### src/rtl/cdc_clear_ctrl_if.sv
// Handshake bundle between the upstream producer, the clear sequencer and
// the CDC source port. The sequencer connects through the slave modport;
// the master modport is the environment side (producer + CDC source).
interface cdc_clear_ctrl_if;
  logic up_valid_i;
  logic up_ready_o;
  logic cdc_valid_o;
  logic cdc_ready_i;
  logic cdc_clear_o;
  logic cdc_clear_pending_i;

  modport master (
    output up_valid_i,
    output cdc_ready_i,
    output cdc_clear_pending_i,
    input  up_ready_o,
    input  cdc_valid_o,
    input  cdc_clear_o
  );

  modport slave (
    input  up_valid_i,
    input  cdc_ready_i,
    input  cdc_clear_pending_i,
    output up_ready_o,
    output cdc_valid_o,
    output cdc_clear_o
  );
endinterface

### src/rtl/cdc_clear_ctrl.sv
// Source-side clear sequencer for a clearable 2-phase CDC.
// Passes valid/ready straight through while idle, and turns a one-cycle
// clear request into: drain (or abort) the stalled beat, pulse clear,
// wait for the CDC clear_pending round trip, then acknowledge.
// Data never passes through this block; only the handshake is gated.
// Optional feature: define CDC_CLEAR_CTRL_TIMEOUT_EN to bound the DRAIN
// phase to DRAIN_TIMEOUT cycles, dropping the stalled beat via abort_o.
module cdc_clear_ctrl #(
`ifdef CDC_CLEAR_CTRL_TIMEOUT_EN
  parameter int DRAIN_TIMEOUT = 64,
`endif
  parameter int CNT_WIDTH = 8
) (
  input  logic                 clk_i,
  input  logic                 rst_ni,
  input  logic                 clear_req_i,
  output logic                 clear_ack_o,
  output logic                 busy_o,
  output logic                 abort_o,
  output logic [CNT_WIDTH-1:0] clear_count_o,
  cdc_clear_ctrl_if.slave      bus
);

  typedef enum logic [2:0] {
    S_IDLE,
    S_DRAIN,
    S_CLEAR,
    S_WAIT_PEND,
    S_WAIT_REL,
    S_DONE
  } state_t;

  state_t               r_state;
  state_t               w_nextState;
  logic                 r_reqPend;
  logic                 r_remote;
  logic                 w_remoteNext;
  logic                 w_enterClear;
  logic                 w_timeout;
  logic [CNT_WIDTH-1:0] r_count;

`ifdef CDC_CLEAR_CTRL_TIMEOUT_EN
  localparam int DW = (DRAIN_TIMEOUT > 1) ? $clog2(DRAIN_TIMEOUT) : 1;
  logic [DW-1:0] r_drainCnt;

  // Drain cycle counter: 0 on the first DRAIN cycle, reset whenever DRAIN is left.
  always_ff @(posedge clk_i or negedge rst_ni) begin
    if (!rst_ni) begin
      r_drainCnt <= '0;
    end else if (r_state == S_DRAIN) begin
      r_drainCnt <= r_drainCnt + 1'b1;
    end else begin
      r_drainCnt <= '0;
    end
  end

  // Give up on the stalled beat on the last allowed DRAIN cycle with no handshake.
  always_comb begin
    w_timeout = (r_state == S_DRAIN) && (r_drainCnt == DW'(DRAIN_TIMEOUT - 1)) &&
                !bus.cdc_clear_pending_i && bus.up_valid_i && !bus.cdc_ready_i;
  end
`else
  // Without the timeout the drain waits for as long as the beat stays stalled.
  always_comb begin
    w_timeout = 1'b0;
  end
`endif

  // State, remote-clear flag and coalesced request register.
  always_ff @(posedge clk_i or negedge rst_ni) begin
    if (!rst_ni) begin
      r_state   <= S_IDLE;
      r_remote  <= 1'b0;
      r_reqPend <= 1'b0;
    end else begin
      r_state  <= w_nextState;
      r_remote <= w_remoteNext;
      if (w_enterClear) begin
        r_reqPend <= 1'b0;
      end else if (clear_req_i) begin
        r_reqPend <= 1'b1;
      end
    end
  end

  // Completed local clear counter, sticking at all-ones.
  always_ff @(posedge clk_i or negedge rst_ni) begin
    if (!rst_ni) begin
      r_count <= '0;
    end else if ((r_state == S_DONE) && (r_count != {CNT_WIDTH{1'b1}})) begin
      r_count <= r_count + 1'b1;
    end
  end

  // Next-state and handshake gating; a remote clear always wins over a local one.
  always_comb begin
    w_nextState     = r_state;
    w_remoteNext    = r_remote;
    w_enterClear    = 1'b0;
    bus.cdc_valid_o = 1'b0;
    bus.up_ready_o  = 1'b0;
    bus.cdc_clear_o = 1'b0;
    clear_ack_o     = 1'b0;
    case (r_state)
      S_IDLE: begin
        bus.cdc_valid_o = bus.up_valid_i;
        bus.up_ready_o  = bus.cdc_ready_i;
        if (bus.cdc_clear_pending_i) begin
          w_nextState  = S_WAIT_REL;
          w_remoteNext = 1'b1;
        end else if (clear_req_i || r_reqPend) begin
          w_enterClear = 1'b1;
          if (bus.up_valid_i && !bus.cdc_ready_i) begin
            w_nextState = S_DRAIN;
          end else begin
            w_nextState = S_CLEAR;
          end
        end
      end
      S_DRAIN: begin
        bus.cdc_valid_o = bus.up_valid_i;
        bus.up_ready_o  = bus.cdc_ready_i;
        if (bus.cdc_clear_pending_i) begin
          w_nextState = S_WAIT_REL;
        end else if (!bus.up_valid_i || bus.cdc_ready_i || w_timeout) begin
          w_nextState  = S_CLEAR;
          w_enterClear = 1'b1;
        end
      end
      S_CLEAR: begin
        bus.cdc_clear_o = 1'b1;
        w_nextState     = S_WAIT_PEND;
      end
      S_WAIT_PEND: begin
        if (bus.cdc_clear_pending_i) begin
          w_nextState = S_WAIT_REL;
        end
      end
      S_WAIT_REL: begin
        if (!bus.cdc_clear_pending_i) begin
          if (r_remote) begin
            w_nextState  = S_IDLE;
            w_remoteNext = 1'b0;
          end else begin
            w_nextState = S_DONE;
          end
        end
      end
      S_DONE: begin
        clear_ack_o = 1'b1;
        w_nextState = S_IDLE;
      end
      default: begin
        w_nextState = S_IDLE;
      end
    endcase
  end

  // Status outputs.
  always_comb begin
    busy_o        = (r_state != S_IDLE);
    abort_o       = w_timeout;
    clear_count_o = r_count;
  end

endmodule

### src/flat_wrapper.sv
// flat-port wrapper written by rule: the top's interface ports become plain ports
module cdc_clear_ctrl_flat 
#(

  parameter int CNT_WIDTH = 8
)
  (clk_i, rst_ni, clear_req_i, clear_ack_o, busy_o, abort_o, clear_count_o, bus_up_valid_i, bus_cdc_ready_i, bus_cdc_clear_pending_i, bus_up_ready_o, bus_cdc_valid_o, bus_cdc_clear_o);
  cdc_clear_ctrl_if bus_i ();
  input  logic clk_i;
  input  logic rst_ni;
  input  logic clear_req_i;
  output logic clear_ack_o;
  output logic busy_o;
  output logic abort_o;
  output logic [CNT_WIDTH-1:0] clear_count_o;
  input wire logic [$bits(bus_i.up_valid_i)-1:0] bus_up_valid_i;
  input wire logic [$bits(bus_i.cdc_ready_i)-1:0] bus_cdc_ready_i;
  input wire logic [$bits(bus_i.cdc_clear_pending_i)-1:0] bus_cdc_clear_pending_i;
  output wire logic [$bits(bus_i.up_ready_o)-1:0] bus_up_ready_o;
  output wire logic [$bits(bus_i.cdc_valid_o)-1:0] bus_cdc_valid_o;
  output wire logic [$bits(bus_i.cdc_clear_o)-1:0] bus_cdc_clear_o;
  assign bus_i.up_valid_i = bus_up_valid_i;
  assign bus_i.cdc_ready_i = bus_cdc_ready_i;
  assign bus_i.cdc_clear_pending_i = bus_cdc_clear_pending_i;
  assign bus_up_ready_o = bus_i.up_ready_o;
  assign bus_cdc_valid_o = bus_i.cdc_valid_o;
  assign bus_cdc_clear_o = bus_i.cdc_clear_o;
  cdc_clear_ctrl #(.CNT_WIDTH(CNT_WIDTH)) u_core (.clk_i(clk_i), .rst_ni(rst_ni), .clear_req_i(clear_req_i), .clear_ack_o(clear_ack_o), .busy_o(busy_o), .abort_o(abort_o), .clear_count_o(clear_count_o), .bus(bus_i));
endmodule
### config.mk
export PLATFORM = sky130hd
export DESIGN_NAME = cdc_clear_ctrl_flat
export DESIGN_NICKNAME = d
export VERILOG_FILES = /design/src/rtl/cdc_clear_ctrl_if.sv /design/src/rtl/cdc_clear_ctrl.sv /design/src/flat_wrapper.sv
export SDC_FILE = /design/constraint.sdc
export NUM_CORES = 1
export LEC_CHECK = 0
export CORE_MARGIN = 2
export CORE_UTILIZATION = 49
export CTS_CLUSTER_SIZE = 10
export DETAILED_ROUTE_END_ITERATION = 10
export HOLD_SLACK_MARGIN = 0.08
export MAX_ROUTING_LAYER = met4
export PLACE_DENSITY = 0.86
export SYNTH_ARGS = -nofsm -noshare
export SYNTH_HDL_FRONTEND = slang
export SYNTH_SLANG_ARGS = --single-unit
### constraint.sdc
create_clock -name clk_i -period 2.8 [get_ports clk_i]
set_clock_uncertainty 0.2 [all_clocks]
set_input_delay 0.56 -clock clk_i [delete_from_list [all_inputs] [get_ports clk_i]]
set_output_delay 0.56 -clock clk_i [all_outputs]
set_load 0.02 [all_outputs]
==> impl_metrics.xml <==
<?xml version="1.0" encoding="UTF-8"?>
<metrics>
  <group name="timing">
    <metric name="unrepaired_setup_endpoints_after_global_routing" unit="">false</metric>
    <metric name="timing_worst_slew_pin_value" unit="ns">0.599</metric>
    <metric name="final_critical_path_share_of_the_clock_period" unit="%">94.6</metric>
    <metric name="drv_slew" unit="">0</metric>
    <metric name="timing.final.crit_period" unit="ns">2.65</metric>
    <metric name="total_negative_setup_slacks" unit="ns">0</metric>
    <metric name="clock.fmax" unit="GHz">0.378</metric>
    <metric name="hold_violations" unit="">0</metric>
    <metric name="timing.final.setup_violations" unit="">0</metric>
    <metric name="worst_hold_slack" unit="ns">0.336</metric>
    <metric name="timing.max_slew.rel_slack" unit="%">60.0</metric>
  </group>
  <group name="route">
    <metric name="initialDrtViolationCount" unit="">13</metric>
    <metric name="wl" unit="mm">1.50</metric>
    <metric name="detail_route.drc_violations" unit="">0</metric>
    <metric name="detail_route.vias_per_cell" unit="">5.66</metric>
    <metric name="post_drt_wl_per_cell" unit="um">13.7</metric>
    <metric name="dr_total_vias" unit="">617</metric>
    <metric name="ant_nets" unit="">0</metric>
    <metric name="drt-pass1-iter-count" unit="">4</metric>
  </group>
  <group name="layout">
    <metric name="multiInputGateArea" unit="um^2">365</metric>
    <metric name="drive_gt1_share" unit="%">10.6</metric>
    <metric name="fill_cells" unit="">105</metric>
    <metric name="finish.instance_area" unit="um^2">936</metric>
    <metric name="num_antenna_cells" unit="">0</metric>
    <metric name="register_area" unit="um^2">325</metric>
    <metric name="final_cell_count_no_fill" unit="">109</metric>
    <metric name="nets" unit="">102</metric>
    <metric name="area_delta_synth_final" unit="%">27.6</metric>
  </group>
  <group name="setup_path">
    <metric name="timing.critical_path.required" unit="ns">2.04</metric>
    <metric name="critical-path-max-stage-delay" unit="ns">0.64</metric>
    <metric name="critPathCaptureType" unit="">output port</metric>
    <metric name="cpMostUsedCell" unit="">sky130_fd_sc_hd__clkdlybuf4s50_1</metric>
    <metric name="critical_path_class" unit="">input pin to output port</metric>
    <metric name="critical-path-slowest-cell" unit="">sky130_fd_sc_hd__clkdlybuf4s50_1</metric>
    <metric name="timing.critical_path.arrival" unit="ns">1.89</metric>
    <metric name="setup.worst_path.start_class" unit="">input pin</metric>
    <metric name="worst-path-max-fanout" unit="">2</metric>
    <metric name="worstPathCellList" unit="">clkdlybuf4s50_1 -&gt; nor3b_1 -&gt; clkdlybuf4s50_1</metric>
  </group>
  <group name="global_routing">
    <metric name="initial_antenna_violation_count" unit="">0</metric>
    <metric name="first_global_vias" unit="">593</metric>
    <metric name="grt_use_total" unit="%">19.9</metric>
    <metric name="overflow" unit="">0</metric>
    <metric name="grt_first_pass_wirelength" unit="mm">2.61</metric>
    <metric name="grt_max_degree" unit="">15</metric>
  </group>
  <group name="clocking">
    <metric name="cts_hold_repair.buffers" unit="">0</metric>
    <metric name="tritoncts" unit="">done</metric>
    <metric name="clkLatencyLatePin" unit="ns">0.29</metric>
    <metric name="worst_setup_hold_path_clk_slew" unit="ns">0.09</metric>
    <metric name="post_cts_setup_buffer_count" unit="">0</metric>
    <metric name="cts_buffers" unit="">3</metric>
    <metric name="cts_root_buffer" unit="">sky130_fd_sc_hd__clkbuf_4</metric>
    <metric name="clk_path_buf_depth" unit="">2</metric>
    <metric name="clkSinkCount" unit="">13</metric>
    <metric name="number_of_h_tree_levels" unit="">1</metric>
    <metric name="post_cts_resized" unit="">0</metric>
  </group>
  <group name="floorplanning">
    <metric name="std_cell_rows" unit="">13</metric>
    <metric name="initial_core_utilization" unit="%">54.3</metric>
    <metric name="top_level_ports" unit="">20</metric>
    <metric name="die_w" unit="um">42.7</metric>
    <metric name="chipHeight" unit="um">42.7</metric>
    <metric name="core_area" unit="mm^2">0.00135</metric>
    <metric name="die_area" unit="mm^2">0.00182</metric>
  </group>
  <group name="placed_design">
    <metric name="numPlacedInstances" unit="">105</metric>
    <metric name="dp_hpwl" unit="mm">1.10</metric>
    <metric name="globalplace.congestion" unit="">0.765</metric>
    <metric name="dpl-instance-area" unit="um^2">908</metric>
    <metric name="count_of_buffers_inserted_at_the_top_level_ports" unit="">18</metric>
  </group>
  <group name="power">
    <metric name="clock_power_share" unit="%">15.0</metric>
    <metric name="psw" unit="mW">0.343</metric>
    <metric name="total_power_of_the_final_layout" unit="mW">0.831</metric>
    <metric name="leakage_power_summed_over_all_cells" unit="nW">0.372</metric>
    <metric name="peakVddDrop" unit="V">0.000515</metric>
    <metric name="power.density_cell_area" unit="mW/mm^2">888</metric>
    <metric name="seqPwrFrac" unit="%">40.8</metric>
    <metric name="p_int" unit="mW">0.488</metric>
    <metric name="p_sw_share" unit="%">41.3</metric>
    <metric name="power.share.combinational" unit="%">44.2</metric>
  </group>
  <group name="logic_synthesis">
    <metric name="synth.ff_latch_count" unit="">13</metric>
    <metric name="yosys_warnings" unit="">0</metric>
    <metric name="synthCells" unit="">76</metric>
    <metric name="synth_fp_nets" unit="">83</metric>
    <metric name="synth-seq-area-share" unit="%">44.4</metric>
    <metric name="synthesis.area_per_instance" unit="um^2">9.65</metric>
    <metric name="synthDistinctLibCells" unit="">34</metric>
    <metric name="mapped_area" unit="um^2">733</metric>
  </group>
  <group name="min_path">
    <metric name="hold_path_class" unit="">register to register</metric>
  </group>
  <group name="outcome">
    <metric name="run_status" unit="">finished, final reports clean</metric>
  </group>
  <group name="job">
    <metric name="drv_cap" unit="">0</metric>
  </group>
</metrics>
[worst paths after layout]
check                      depth (start not counted)                       to                     from  slack, ns
min in group asynchronous                          1  u_core.clear_count_o[4]                   rst_ni       0.44
max reg2reg                                        4  u_core.clear_count_o[4]  u_core.clear_count_o[0]       0.89
max                                                3          bus_cdc_valid_o           bus_up_valid_i       0.15
min                                                1  u_core.clear_count_o[0]  u_core.clear_count_o[0]       0.34
min reg2reg                                        1  u_core.clear_count_o[0]  u_core.clear_count_o[0]       0.34
max in group asynchronous                          1        u_core.r_state[2]                   rst_ni       1.57
[layout make-up]
cell class	instances	area share (%)
inverter	5	2.01
sequential	13	34.8
multi-input combinational	54	39.0
tap	15	2.01
clock inverter	1	0.535
timing repair buffer	18	19.3
clock buffer	3	2.41
[layout by cell type (no fill, tap or decap), drive strengths merged]
cell,count
nand2,3
nor4b,1
or2,1
nand3b,2
nor2,5
a21oi,6
nand4,1
conb,1
o211ai,1
mux2i,1
clkbuf,3
nand4b,1
inv,5
nor4,2
nand3,1
clkdlybuf4s50,18
nand2b,3
o21ai,2
ha,1
or3b,1
a2111oi,1
o21a,1
clkinv,1
mux2,4
nor2b,2
nor3,3
a311oi,2
and4,1
dfrtp,13
or3,2
xnor2,2
nor3b,2
o31ai,1
[cells in the mapped netlist]
library cell | number | share of area [%]
sky130_fd_sc_hd__mux2_2 | 3 | 4.6
sky130_fd_sc_hd__dfrtp_1 | 13 | 44
sky130_fd_sc_hd__nand3_1 | 1 | 0.68
sky130_fd_sc_hd__a311oi_1 | 2 | 2.4
sky130_fd_sc_hd__buf_4 | 2 | 2.0
sky130_fd_sc_hd__o21a_1 | 1 | 1.0
sky130_fd_sc_hd__or2_2 | 1 | 0.85
sky130_fd_sc_hd__nor2b_1 | 2 | 1.7
sky130_fd_sc_hd__or3_1 | 2 | 1.7
sky130_fd_sc_hd__nand2b_1 | 3 | 2.6
sky130_fd_sc_hd__clkbuf_1 | 1 | 0.51
sky130_fd_sc_hd__nor4b_1 | 1 | 1.2
sky130_fd_sc_hd__mux2_4 | 1 | 2.0
sky130_fd_sc_hd__ha_1 | 1 | 1.7
sky130_fd_sc_hd__or3b_2 | 1 | 1.2
sky130_fd_sc_hd__inv_1 | 5 | 2.6
sky130_fd_sc_hd__mux2i_1 | 1 | 1.4
sky130_fd_sc_hd__o211ai_1 | 1 | 1.0
sky130_fd_sc_hd__nor3_1 | 3 | 2.0
sky130_fd_sc_hd__conb_1 | 1 | 0.51
sky130_fd_sc_hd__xnor2_1 | 2 | 2.4
sky130_fd_sc_hd__nor3b_1 | 2 | 2.0
sky130_fd_sc_hd__nand4_1 | 1 | 0.85
sky130_fd_sc_hd__o21ai_0 | 2 | 1.4
sky130_fd_sc_hd__a21oi_1 | 6 | 4.1
sky130_fd_sc_hd__nand4b_1 | 1 | 1.2
sky130_fd_sc_hd__nor4_1 | 2 | 1.7
sky130_fd_sc_hd__a2111oi_0 | 1 | 1.2
sky130_fd_sc_hd__buf_2 | 1 | 0.68
sky130_fd_sc_hd__nand2_1 | 3 | 1.5
sky130_fd_sc_hd__nand3b_1 | 2 | 2.0
sky130_fd_sc_hd__o31ai_1 | 1 | 1.0
sky130_fd_sc_hd__nor2_1 | 5 | 2.6
sky130_fd_sc_hd__and4_1 | 1 | 1.2
[cells by family (layout without fill, tap and decap cells)]
| kind of cell | Yosys count | after routing | share of synthesized area, % |
|---|---|---|---|
| other cells | 1 | 1 | 0.511 |
| buf+inv | 9 | 27 | 5.80 |
| fa+ha+maj | 1 | 1 | 1.71 |
| compound gates | 14 | 14 | 12.1 |
| mux | 5 | 5 | 8.02 |
| xor+xnor | 2 | 2 | 2.39 |
| simple gates | 31 | 31 | 25.1 |
| flops | 13 | 13 | 44.4 |
[registers in the layout (all words and copies together), names as in the netlist]
signal	flops
u_core.clear_count_o	8
u_core.r_state	3
u_core.r_reqPend	1
u_core.r_remote	1
[layer usage]
metal | part of all wire [%] | track usage, % | wire [um] | up-vias
met4 | 2.1 | 11.9 | 32 | 0
met5 | 0 | - | 0 | -
met2 | 48 | 29.1 | 719 | 18
li1 | - | - | - | 307
met1 | 45 | 24.9 | 677 | 287
met3 | 4.5 | 4.68 | 67 | 5
[power by group through the flow]
| stage | sequential (mW) | clock (mW) | combinational (mW) |
|---|---|---|---|
| 3_3_place_gp | 0.336 | 0 | 0.357 |
| 6_report | 0.339 | 0.124 | 0.367 |
| 2_1_floorplan | 0.321 | 0 | 0.243 |
| 3_5_place_dp | 0.340 | 0 | 0.368 |
| 4_1_cts | 0.336 | 0.127 | 0.370 |
| 5_1_grt | 0.351 | 0.135 | 0.405 |
[stage by stage]
stage | setup slack (ns) | utilization [%]
global route | 0.0856 | 69.3
CTS | 0.146 | 69.3
finish | 0.152 | 69.3
detailed placement | 0.153 | 67.3
floorplan | 0.934 | -
global placement | 0.207 | 67.3
[critical path: cells and delay by family]
family / cells / cell delay [ns]
buffers and inverters: 2 / 1.12
and+or+nand+nor: 1 / 0.21
Note: power is estimated with default switching activity, not from simulation.
